===== config.mk =====
export PLATFORM = sky130hd
export DESIGN_NAME = fifo_sync_core
export DESIGN_NICKNAME = d
export VERILOG_FILES = /design/src/rtl/fifo_sync_core.sv
export SDC_FILE = /design/constraint.sdc
export NUM_CORES = 1
export LEC_CHECK = 0
export ABC_AREA = 0
export ABC_CLOCK_PERIOD_IN_PS = 1700
export BUFFER_PORTS_ARGS = -buffer_cell sky130_fd_sc_hd__buf_2
export CAP_MARGIN = 30
export CORE_MARGIN = 5
export CORE_UTILIZATION = 45
export DETAILED_ROUTE_END_ITERATION = 6
export PLACE_DENSITY = 0.65
export SYNTH_ARGS = -nofsm -noshare
export SYNTH_HDL_FRONTEND = slang
export SYNTH_SLANG_ARGS = --single-unit

===== constraint.sdc =====
create_clock -name i_clk -period 1.7 [get_ports i_clk]
set_input_delay 0.17 -clock i_clk [delete_from_list [all_inputs] [get_ports i_clk]]
set_output_delay 0.17 -clock i_clk [all_outputs]
set_load 0.02 [all_outputs]

===== src/rtl/fifo_sync_core.sv =====
// Single-clock FIFO storage and pointer core with registered status flags.
// Sits behind the write-control stage; o_full feeds back as that stage's full input.
module fifo_sync_core #(
   parameter int DATA_W   = 8,
   parameter int ADDR_W   = 3,
   parameter int AFULL_TH = 6
) (
   input  logic              i_clk,
   input  logic              i_rest,
   input  logic              i_wen_ctrl,
   input  logic [DATA_W-1:0] i_wdata,
   input  logic              i_ren,
   output logic [DATA_W-1:0] o_rdata,
   output logic              o_rvalid,
   output logic              o_full,
   output logic              o_empty,
   output logic              o_afull,
   output logic [ADDR_W:0]   o_count,
   output logic              o_overflow,
   output logic              o_underflow
);

   localparam int              DEPTH   = 2 ** ADDR_W;
   localparam int              CNT_W   = ADDR_W + 1;
   localparam logic [CNT_W-1:0] CNT_ONE = CNT_W'(1);
   localparam logic [CNT_W-1:0] DEPTH_C = CNT_W'(DEPTH);
   localparam logic [CNT_W-1:0] AFULL_C = CNT_W'(AFULL_TH);

   logic [DATA_W-1:0] mem [DEPTH];
   logic [CNT_W-1:0]  wptr;
   logic [CNT_W-1:0]  rptr;
   logic [CNT_W-1:0]  count_nxt;
   logic              wr_acc;
   logic              rd_acc;

   // Acceptance uses the flags registered before the edge, so a write landing
   // in the cycle o_full rises is dropped and reported through o_overflow.
   always_comb begin
      wr_acc    = i_wen_ctrl & ~o_full;
      rd_acc    = i_ren & ~o_empty;
      count_nxt = o_count;
      if (wr_acc && !rd_acc) begin
         count_nxt = o_count + CNT_ONE;
      end else if (rd_acc && !wr_acc) begin
         count_nxt = o_count - CNT_ONE;
      end
   end

   always_ff @(posedge i_clk) begin
      if (wr_acc && !i_rest) begin
         mem[wptr[ADDR_W-1:0]] <= i_wdata;
      end
   end

   always_ff @(posedge i_clk) begin
      if (i_rest) begin
         wptr        <= '0;
         rptr        <= '0;
         o_count     <= '0;
         o_rdata     <= '0;
         o_rvalid    <= 1'b0;
         o_full      <= 1'b0;
         o_empty     <= 1'b1;
         o_afull     <= 1'b0;
         o_overflow  <= 1'b0;
         o_underflow <= 1'b0;
      end else begin
         if (wr_acc) begin
            wptr <= wptr + CNT_ONE;
         end
         if (rd_acc) begin
            rptr    <= rptr + CNT_ONE;
            o_rdata <= mem[rptr[ADDR_W-1:0]];
         end
         o_rvalid    <= rd_acc;
         o_overflow  <= i_wen_ctrl & o_full;
         o_underflow <= i_ren & o_empty;
         o_count     <= count_nxt;
         // Flags come from the next-state count so they line up with o_count.
         o_full      <= (count_nxt == DEPTH_C);
         o_empty     <= (count_nxt == '0);
         o_afull     <= (count_nxt >= AFULL_C);
      end
   end

endmodule


After elaboration in Yosys (flattened, before gate mapping)
Memories as Yosys holds them, arrays and structs flattened. A register that Yosys moved wholly into a read port is not among the register bits.
Cells that the tools add are included.
{"block": "totals", "ff_bits": 18, "out_inout_bits": 18, "mem_count": 1, "ramBits": 64}
{"name": "mem", "depth": 8, "word_bits": 8, "read_ports": 1, "rd_clocked_by_memory_dff": 1, "write_ports": 1, "line": "29", "rtl": "logic [DATA_W-1:0] mem [DEPTH];"}
{"block": "classes", "bitwise_logic": 6, "n_eq_ne": 1, "n_reduce_logical": 7, "mux": 4, "n_addsub": 4, "magnitude_cmp": 1}
{"operator": "4-bit by 1-bit adder with 4-bit output, second input constant", "n": 3}
{"operator": "4-bit two-way mux", "n": 2}
{"operator": "1-bit AND", "n": 4}
{"operator": "4-bit equality test, second input constant", "n": 1}
{"operator": "4-bit by 3-bit >= comparator with 1-bit output, second input constant", "n": 1}
{"operator": "4-bit logical NOT", "n": 1}
{"operator": "4-bit by 1-bit subtractor with 4-bit output, second input constant", "n": 1}
{"operator": "1-bit logical AND", "n": 3}
{"operator": "1-bit logical NOT", "n": 3}
{"operator": "1-bit two-way mux", "n": 2}
{"operator": "1-bit inverter", "n": 2}

Longest topological paths before layout
Gate-level depths: netlist of the first run.
{"block": "logic_depth", "depth_word": 7, "mapped_depth": 5}

Worst setup path before layout of the first run
No wires, ideal clock.
{"block": "synth_timing", "path_type": "register -> register", "start": "register o_full", "end": "memory mem[0][0], enable pin", "setup_time_ns": 0.395, "slack_ns": -0.346, "path_stages_with_launch": 4, "t_arrival_ns": 1.651, "t_required_ns": 1.305, "path_buffers": 0, "cell_sequence": "dfxtp_1 > and2b_4 > nand2b_1 > nor4_1"}
{"block": "synth_between", "elab_chain_len": 5}
{"item": "start, declared", "line": "15", "rtl": "output logic o_full,"}
{"item": "start signal, assigned", "line": "80", "rtl": "o_full <= (count_nxt == DEPTH_C);"}
{"item": "1-bit inverter", "line": "39", "rtl": "wr_acc = i_wen_ctrl & ~o_full;"}
{"item": "1-bit AND", "line": "39"}
{"item": "1-bit logical AND", "line": "50", "rtl": "if (wr_acc && !i_rest) begin"}
{"item": "1-bit two-way mux", "line": "50"}
{"item": "1-bit two-way mux (not written as such)", "line": "51", "rtl": "mem[wptr[ADDR_W-1:0]] <= i_wdata;"}
{"item": "end, declared", "line": "29"}
No other way between the ends.

Worst setup path after layout of the first run
{"block": "layout_timing", "start": "register o_full", "end": "memory mem[0][6], enable pin"}
The elaborated chain is that of the path after synthesis.

==> summary.txt, run 1 <==
Clock tree
  • CTS tree: done
  • Cts hold-fix bufs: 0
  • Clock transition at path regs: 90 ps
  • CTS root buffer: clkbuf_8
  • Bufs on Longest Clock Path: 2
  • Clock sink total: 88
  • Worst-Skew Late Latency: around 350 ps
  • H-tree depth: 3
  • Post-CTS setup buffer count: 0
  • TritonCTS buffer count: 9

Drt
  • Vias/cell: ~5.1
  • Wirelength, routed: 6.15 mm
  • Drt drc: 0
  • Iter 0 DRT Violations: 85
  • Post-DR wirelength/cell: 16.9 µm
  • Drt pass-1 iters: 4
  • Routed vias: 1845
  • Post-route ant nets: 0

Synthesis
  • Largest family of logic cells by synthesized area: multiplexers
  • Adder-Cell Fraction of Synth Area: 1.44%
  • Mapped Area: 0.00349 mm²
  • Compound-Gate Fraction of Synth Area: under 10%
  • Ys Warns: 0
  • Synth cell types: 39
  • Simple-Gate Fraction of Synth Area: under 10%
  • Synthesized area per cell: 16.4 µm²
  • Register area share after synthesis: 68.9%
  • Flip-flop and latch count after synthesis: 88
  • Mux contribution to synthesized area: 13.5%
  • Syn Nets: about 230
  • Synth Instances: between 200 and 250
  • Xor/xnor share of the synthesized area: 1.47%

Layout
  • Fillers: 625
  • Post-layout util: 53.0%
  • Layout net count: 272
  • Ant. Diodes: 0
  • Layout area overhead: 16.2%
  • Layout cell share with drive strength beyond 1: ~30%

Global routing
  • Vias in the first global route: between 1.5k and 2k
  • First-pass GRT wire length: 9.87 mm
  • Initial antenna violation count: 0
  • GRT Total Usage: between 10% and 20%
  • Remaining Overflow, GRT: 0
  • Largest net degree at the start of global routing: 20

Power
  • Power Dens Cells: ~1200 mW/mm²
  • Total power: 4740 µW
  • Pleak: roughly 0.0014 µW
  • Maximum VDD drop: 0.000787 V

Floorplan
  • Die Y-Extent: roughly 98 µm
  • Width of the die: 98.0 µm
  • Core area: 0.00765 mm²
  • Row Count: 32
  • Die ar.: 0.00961 mm²
  • Starting Density: 45.6%
  • I/O Pins: 30

Worst setup path
  • Startpoint Class: register
  • Critical path arrival: 1570 ps
  • Critical path class: reg -> reg
  • CP Data Required Time: 1750 ps
  • Worst setup EP type: register
  • Crit-path max FO: 8

Run status
  • Status: finished, final reports clean

Placement
  • Port buffer count: 29
  • Setup WS pre-CTS: 124 ps
  • HPWL Detailed: 3.92 mm
  • RePlAce Congestion: 0.747

Run
  • Max Cap Viol: 0

Timing
  • Max Clk Rate: ~0.66 GHz
  • Layout Skew: 13.1 ps
  • Crit share post-route: 89.4%
  • Fin crit period: roughly 1500 ps
  • Final setup vio count: 0
  • Fin. Hold Viols: 0
  • Hold slack final: 54.8 ps
  • Rel. slew slack: 73.8%
  • Final Slew Violations: 0
  • Final worst setup slack: ~180 ps
  • Unrepaired setup endpoints after global routing: no
  • Worst-Margin Slew: 387 ps
  • TNS Setup: 0 ps

Min path
  • Hold WC Path Type: in -> reg
==> kinds of logic (layout without fill, tap and decap cells) <==
family          Yosys count  in the layout
flops                    88             88
simple gates             57             57
mux                      25             25
compound gates           20             20
buf+inv                  13             62
xor+xnor                  5              5
fa+ha+maj                 4              4
==> area by class of cell <==
type / instances / area (µm²) / share of cell area [%]
tap: 102 / 128 / 3.15
clock inverter: 5 / 81.3 / 2.01
inverter: 3 / 11.3 / 0.278
multi-input combinational: 111 / 1020 / 25.3
sequential: 88 / 2400 / 59.3
timing repair buffer: 43 / 263 / 6.49
clock buffer: 11 / 141 / 3.49
==> synthesized netlist by cell type, drive strengths merged <==
cell type / count / area share (%)
a2bb2oi: 1 / 0.43
a211oi: 8 / 1.7
dfxtp: 24 / 14
a31o: 1 / 0.25
nand3: 3 / 0.43
nor4: 2 / 0.36
nand4: 1 / 0.18
a22oi: 1 / 0.61
edfxtp: 64 / 55
and3b: 1 / 0.25
buf: 7 / 1.7
nor2: 28 / 3.2
and2b: 1 / 0.29
inv: 3 / 0.32
ha: 4 / 1.4
nand2b: 3 / 0.61
nand3b: 1 / 0.22
xor2: 4 / 1.2
a21oi: 4 / 0.57
xnor2: 1 / 0.25
nor2b: 2 / 0.36
o211ai: 1 / 0.22
clkbuf: 3 / 0.32
o21ai: 1 / 0.14
o31ai: 2 / 0.43
mux4: 16 / 11
o311ai: 1 / 0.25
mux2i: 9 / 2.7
nor3: 1 / 0.14
nand2: 14 / 1.7
==> repair_timing <==
| action | CTS | global route |
|---|---|---|
| resized for setup | 0 | 1 |
| hold endpoints to repair | 0 | 0 |
| endpoints found under the setup margin | 0 | 2 |
==> flip-flops by register name, summed over array words and instances, names as in the netlist <==
signal	flops
mem	64
o_afull	1
o_count	4
o_empty	1
o_full	1
o_overflow	1
o_rdata	8
o_rvalid	1
o_underflow	1
rptr	3
wptr	3
==> layer usage <==
layer	vias to the layer above	global-route usage (%)	share of wire [%]	wire length, µm
met3	5	4.36	4.4	270
li1	898	-	-	-
met2	31	22.1	50	3060
met4	0	5.11	0.93	57
met1	911	17.7	45	2760
met5	-	0	0	0
==> worst max-delay path, stage by stage, from the launching register on <==
cell and delay [ps]:
dfxtp_1 330, and2b_4 310, nand2b_1 170, nor4_4 160
buf_4 230
==> metrics by stage <==
| stage | instances | instance area (µm²) |
|---|---|---|
| floorplan | 212 | 3510 |
| global placement | 347 | 3830 |
| detailed placement | 347 | 3830 |
| CTS | 363 | 4050 |
| global route | 363 | 4050 |
| finish | 363 | 4050 |
==> cells in the final DEF (no fill, tap or decap), drive strengths merged <==
| cell | n |
|---|---|
| buf | 43 |
| o21ai | 1 |
| ha | 4 |
| a22oi | 1 |
| a2bb2oi | 1 |
| clkbuf | 11 |
| nor4 | 2 |
| xor2 | 4 |
| mux2i | 9 |
| nor2b | 2 |
| and3b | 1 |
| xnor2 | 1 |
| clkinv | 3 |
| a211oi | 8 |
| nor2 | 28 |
| dfxtp | 24 |
| mux4 | 16 |
| nand2b | 3 |
| o31ai | 2 |
| nand2 | 14 |
| nor3 | 1 |
| inv | 3 |
| and2b | 1 |
| nand4 | 1 |
| o311ai | 1 |
| a21oi | 4 |
| edfxtp | 64 |
| o211ai | 1 |
| nand3 | 3 |
| nand3b | 1 |
| a31o | 1 |
| bufinv | 2 |
==> final timing paths <==
check,startpoint,to,slack (ps),depth (start not counted)
hold reg to reg,o_full,o_overflow,460,2
setup reg to reg,o_full,mem[0][6],180,4
setup / recovery,o_full,mem[0][6],180,4
hold / removal,i_ren,o_underflow,50,3
==> where the power goes <==
group	leakage [µW]	switching (µW)	internal [µW]
Combinational	0.000547	403	308
Clock	0.000111	707	869
Sequential	0.000775	57.6	2390
Total	0.00143	1170	3570
Power figures use the tool's default switching activity.
==> inputs of run 2 (changes only) <==
--- a/config.mk
+++ b/config.mk
@@ -12,6 +12,7 @@
 export CORE_MARGIN = 5
 export CORE_UTILIZATION = 45
 export DETAILED_ROUTE_END_ITERATION = 6
+export GPL_TIMING_DRIVEN = 0
 export PLACE_DENSITY = 0.65
 export SYNTH_ARGS = -nofsm -noshare
 export SYNTH_HDL_FRONTEND = slang
==> run 2 against run 1 <==
Flip-flop and latch count unchanged. Clock power decreased by 10%. Critical path depth unchanged. Final cell count increased by 0.83%. Register-to-register slack got worse by 160 ps. Sequential share of layout area decreased by 0.56 points. Sequential power about the same. Global-route usage increased by 0.21 points. Critical path type unchanged.
==> summary.txt, run 2 (synthesis results as in run 1) <==
Run
  • Max Cap Viol: 0 (unchanged)

Floorplan
  • Width of the die: 98.0 µm (unchanged)
  • Starting Density: 45.6% (unchanged)
  • Die ar.: 0.00961 mm² (unchanged)
  • Die Y-Extent: 98.0 µm (unchanged)
  • I/O Pins: 30 (unchanged)
  • Row Count: 32 (unchanged)
  • Core area: 0.00765 mm² (unchanged)

Drt
  • Wirelength, routed: 6.35 mm (+3.3%)
  • Vias/cell: 5.19 (+2.2%)
  • Routed vias: 1901 (+3.0%)
  • Iter 0 DRT Violations: 84 (-1.2%)
  • Post-DR wirelength/cell: 17.4 µm (+2.4%)
  • Drt drc: 0 (unchanged)
  • Post-route ant nets: 0 (unchanged)
  • Drt pass-1 iters: 4 (unchanged)

Timing
  • Final setup vio count: 0 (unchanged)
  • Final worst setup slack: 20.3 ps (-160 ps)
  • Max Clk Rate: 0.595 GHz (-9.5%)
  • Crit share post-route: 98.8% (+9.4 points)
  • Rel. slew slack: 63.3% (-11 points)
  • Fin. Hold Viols: 0 (unchanged)
  • Fin crit period: 1680 ps (+160 ps)
  • Worst-Margin Slew: 551 ps (+164 ps)
  • Final Slew Violations: 0 (unchanged)
  • Layout Skew: 18.0 ps (+4.86 ps)
  • Unrepaired setup endpoints after global routing: yes

Global routing
  • First-pass GRT wire length: 9.94 mm (+0.64%)
  • GRT Total Usage: 14.0% (+0.21 points)
  • Remaining Overflow, GRT: 0 (unchanged)
  • Vias in the first global route: 1852 (+0.93%)
  • Initial antenna violation count: 0 (unchanged)
  • Largest net degree at the start of global routing: 16 (-20%)

Worst setup path
  • Startpoint Class: register
  • Endpoint of the worst register-to-register path: mem[1][6]
  • Worst setup EP type: register
  • Critical path class: reg -> reg
  • Critical path arrival: 1740 ps (+170 ps)
  • Reg2reg start: o_full
  • Worst R2R Path Depth: 4 (unchanged)
  • R2R Setup Slk: 20 ps (-160 ps)
  • CP Data Required Time: 1760 ps (about the same)
  • Crit-path max FO: 6 (-2)

Min path
  • Hold Crit Start: i_wen_ctrl
  • Hold WC Path Type: in -> reg
  • WHS Endpoint: o_overflow
  • Hold path cells: 3 (unchanged)

Clock tree
  • CTS tree: done
  • CTS root buffer: clkbuf_8
  • Cts hold-fix bufs: 0 (unchanged)
  • Bufs on Longest Clock Path: 2 (unchanged)
  • Clock sink total: 88 (unchanged)
  • H-tree depth: 3 (unchanged)
  • TritonCTS buffer count: 9 (unchanged)
  • Worst-Skew Late Latency: 360 ps (about the same)
  • Clock transition at path regs: 100 ps (about the same)

Layout
  • Layout cell share with drive strength beyond 1: 33.3% (+3.1 points)
  • Layout net count: 275 (+1.1%)
  • Largest register FFs: 64 (unchanged)
  • Fillers: 628 (+0.48%)
  • Most common cell after layout, fill and taps aside: edfxtp_1
  • Ant. Diodes: 0 (unchanged)
  • Layout area overhead: 17.3%
  • Multi-input gate area: 0.00108 mm² (+5.7%)
  • Reg area: 0.00240 mm² (unchanged)
  • Most frequent cells in the layout: 64 x edfxtp_1, 32 x buf_2, 24 x dfxtp_1

Placement
  • Setup WS pre-CTS: -305 ps (-429 ps)
  • RePlAce Congestion: 0.745 (-0.29%)
  • Port buffer count: 29 (unchanged)
  • HPWL Detailed: 4.03 mm (+2.8%)

Run status
  • Status: finished, final reports clean

Power
  • Pleak: 0.00142 µW (-0.93%)
  • Maximum VDD drop: 0.000690 V (-12%)
  • Power Dens Cells: 1140 mW/mm² (-2.9%)
  • Total power: 4640 µW (-2.0%)
-- run 2: changes by cell type in the layout (fill, tap and decap cells not counted), sizes merged --
cell      delta
clkbuf       +2
inv          +2
clkinv       -2
clkinvlp     +2
bufinv       -1
-- run 2: stage by stage --
step | util [%] | area [µm²] | hold slack, ps | cells | TNS [ps]
5_1_grt | 53.5 | 4090 | 21.5 | 366 | -465
2_1_floorplan | - | 3510 | 269 | 212 | 0
3_3_place_gp | 49.4 | 3780 | 421 | 343 | -14370
4_1_cts | 52.7 | 4030 | 31.0 | 363 | -2830
6_report | 53.5 | 4090 | 49.6 | 366 | 0
3_5_place_dp | 49.5 | 3790 | 421 | 344 | -14230
-- run 2: critical path, cell delays in order (launching register included) --
cell     delay, ps
dfxtp_1        340
and2b_4        320
nand2_2        170
nor4_4         330
buf_4          210
-- run 2: final cells by class --
| cell class | count | share of cell area (%) |
|---|---|---|
| sequential | 88 | 58.7 |
| clock inverter | 6 | 1.65 |
| clock buffer | 10 | 3.12 |
| multi-input combinational | 111 | 26.5 |
| buffer | 10 | 1.77 |
| timing repair buffer | 36 | 4.83 |
| tap | 102 | 3.12 |
| inverter | 3 | 0.275 |
-- run 2: worst max path at each step --
stage	slack, ps	to	depth (start not counted)	startpoint
after floorplan	3	mem[1][0]	3	o_full
after global placement	-390	mem[1][1]	3	o_full
after detailed placement	-300	mem[1][1]	4	o_full
after CTS	-80	mem[4][6]	3	o_full
after global routing	-40	mem[1][6]	4	o_full
final	20	mem[1][6]	4	o_full
-- run 2: metal layers --
| metal | share of wire, % | vias up | global-route usage [%] |
|---|---|---|---|
| met5 | 0 | - | 0 |
| met4 | 1.0 | 0 | 5.11 |
| met3 | 6.7 | 8 | 5.36 |
| met2 | 47 | 61 | 21.3 |
| met1 | 45 | 928 | 18.5 |
| li1 | - | 904 | - |
-- run 2: power breakdown --
| group | internal, µW | switching, µW | total, µW |
|---|---|---|---|
| combinational | 336 | 424 | 760 |
| clock | 687 | 735 | 1420 |
| sequential | 2390 | 67.8 | 2460 |
-- run 2: repair_timing --
action / in CTS / in global routing
resized for setup: 8 / 10
pin swaps: 2 / 0
setup buffers: 3 / 3
endpoints found under the setup margin: 65 / 72
cloned: 0 / 0
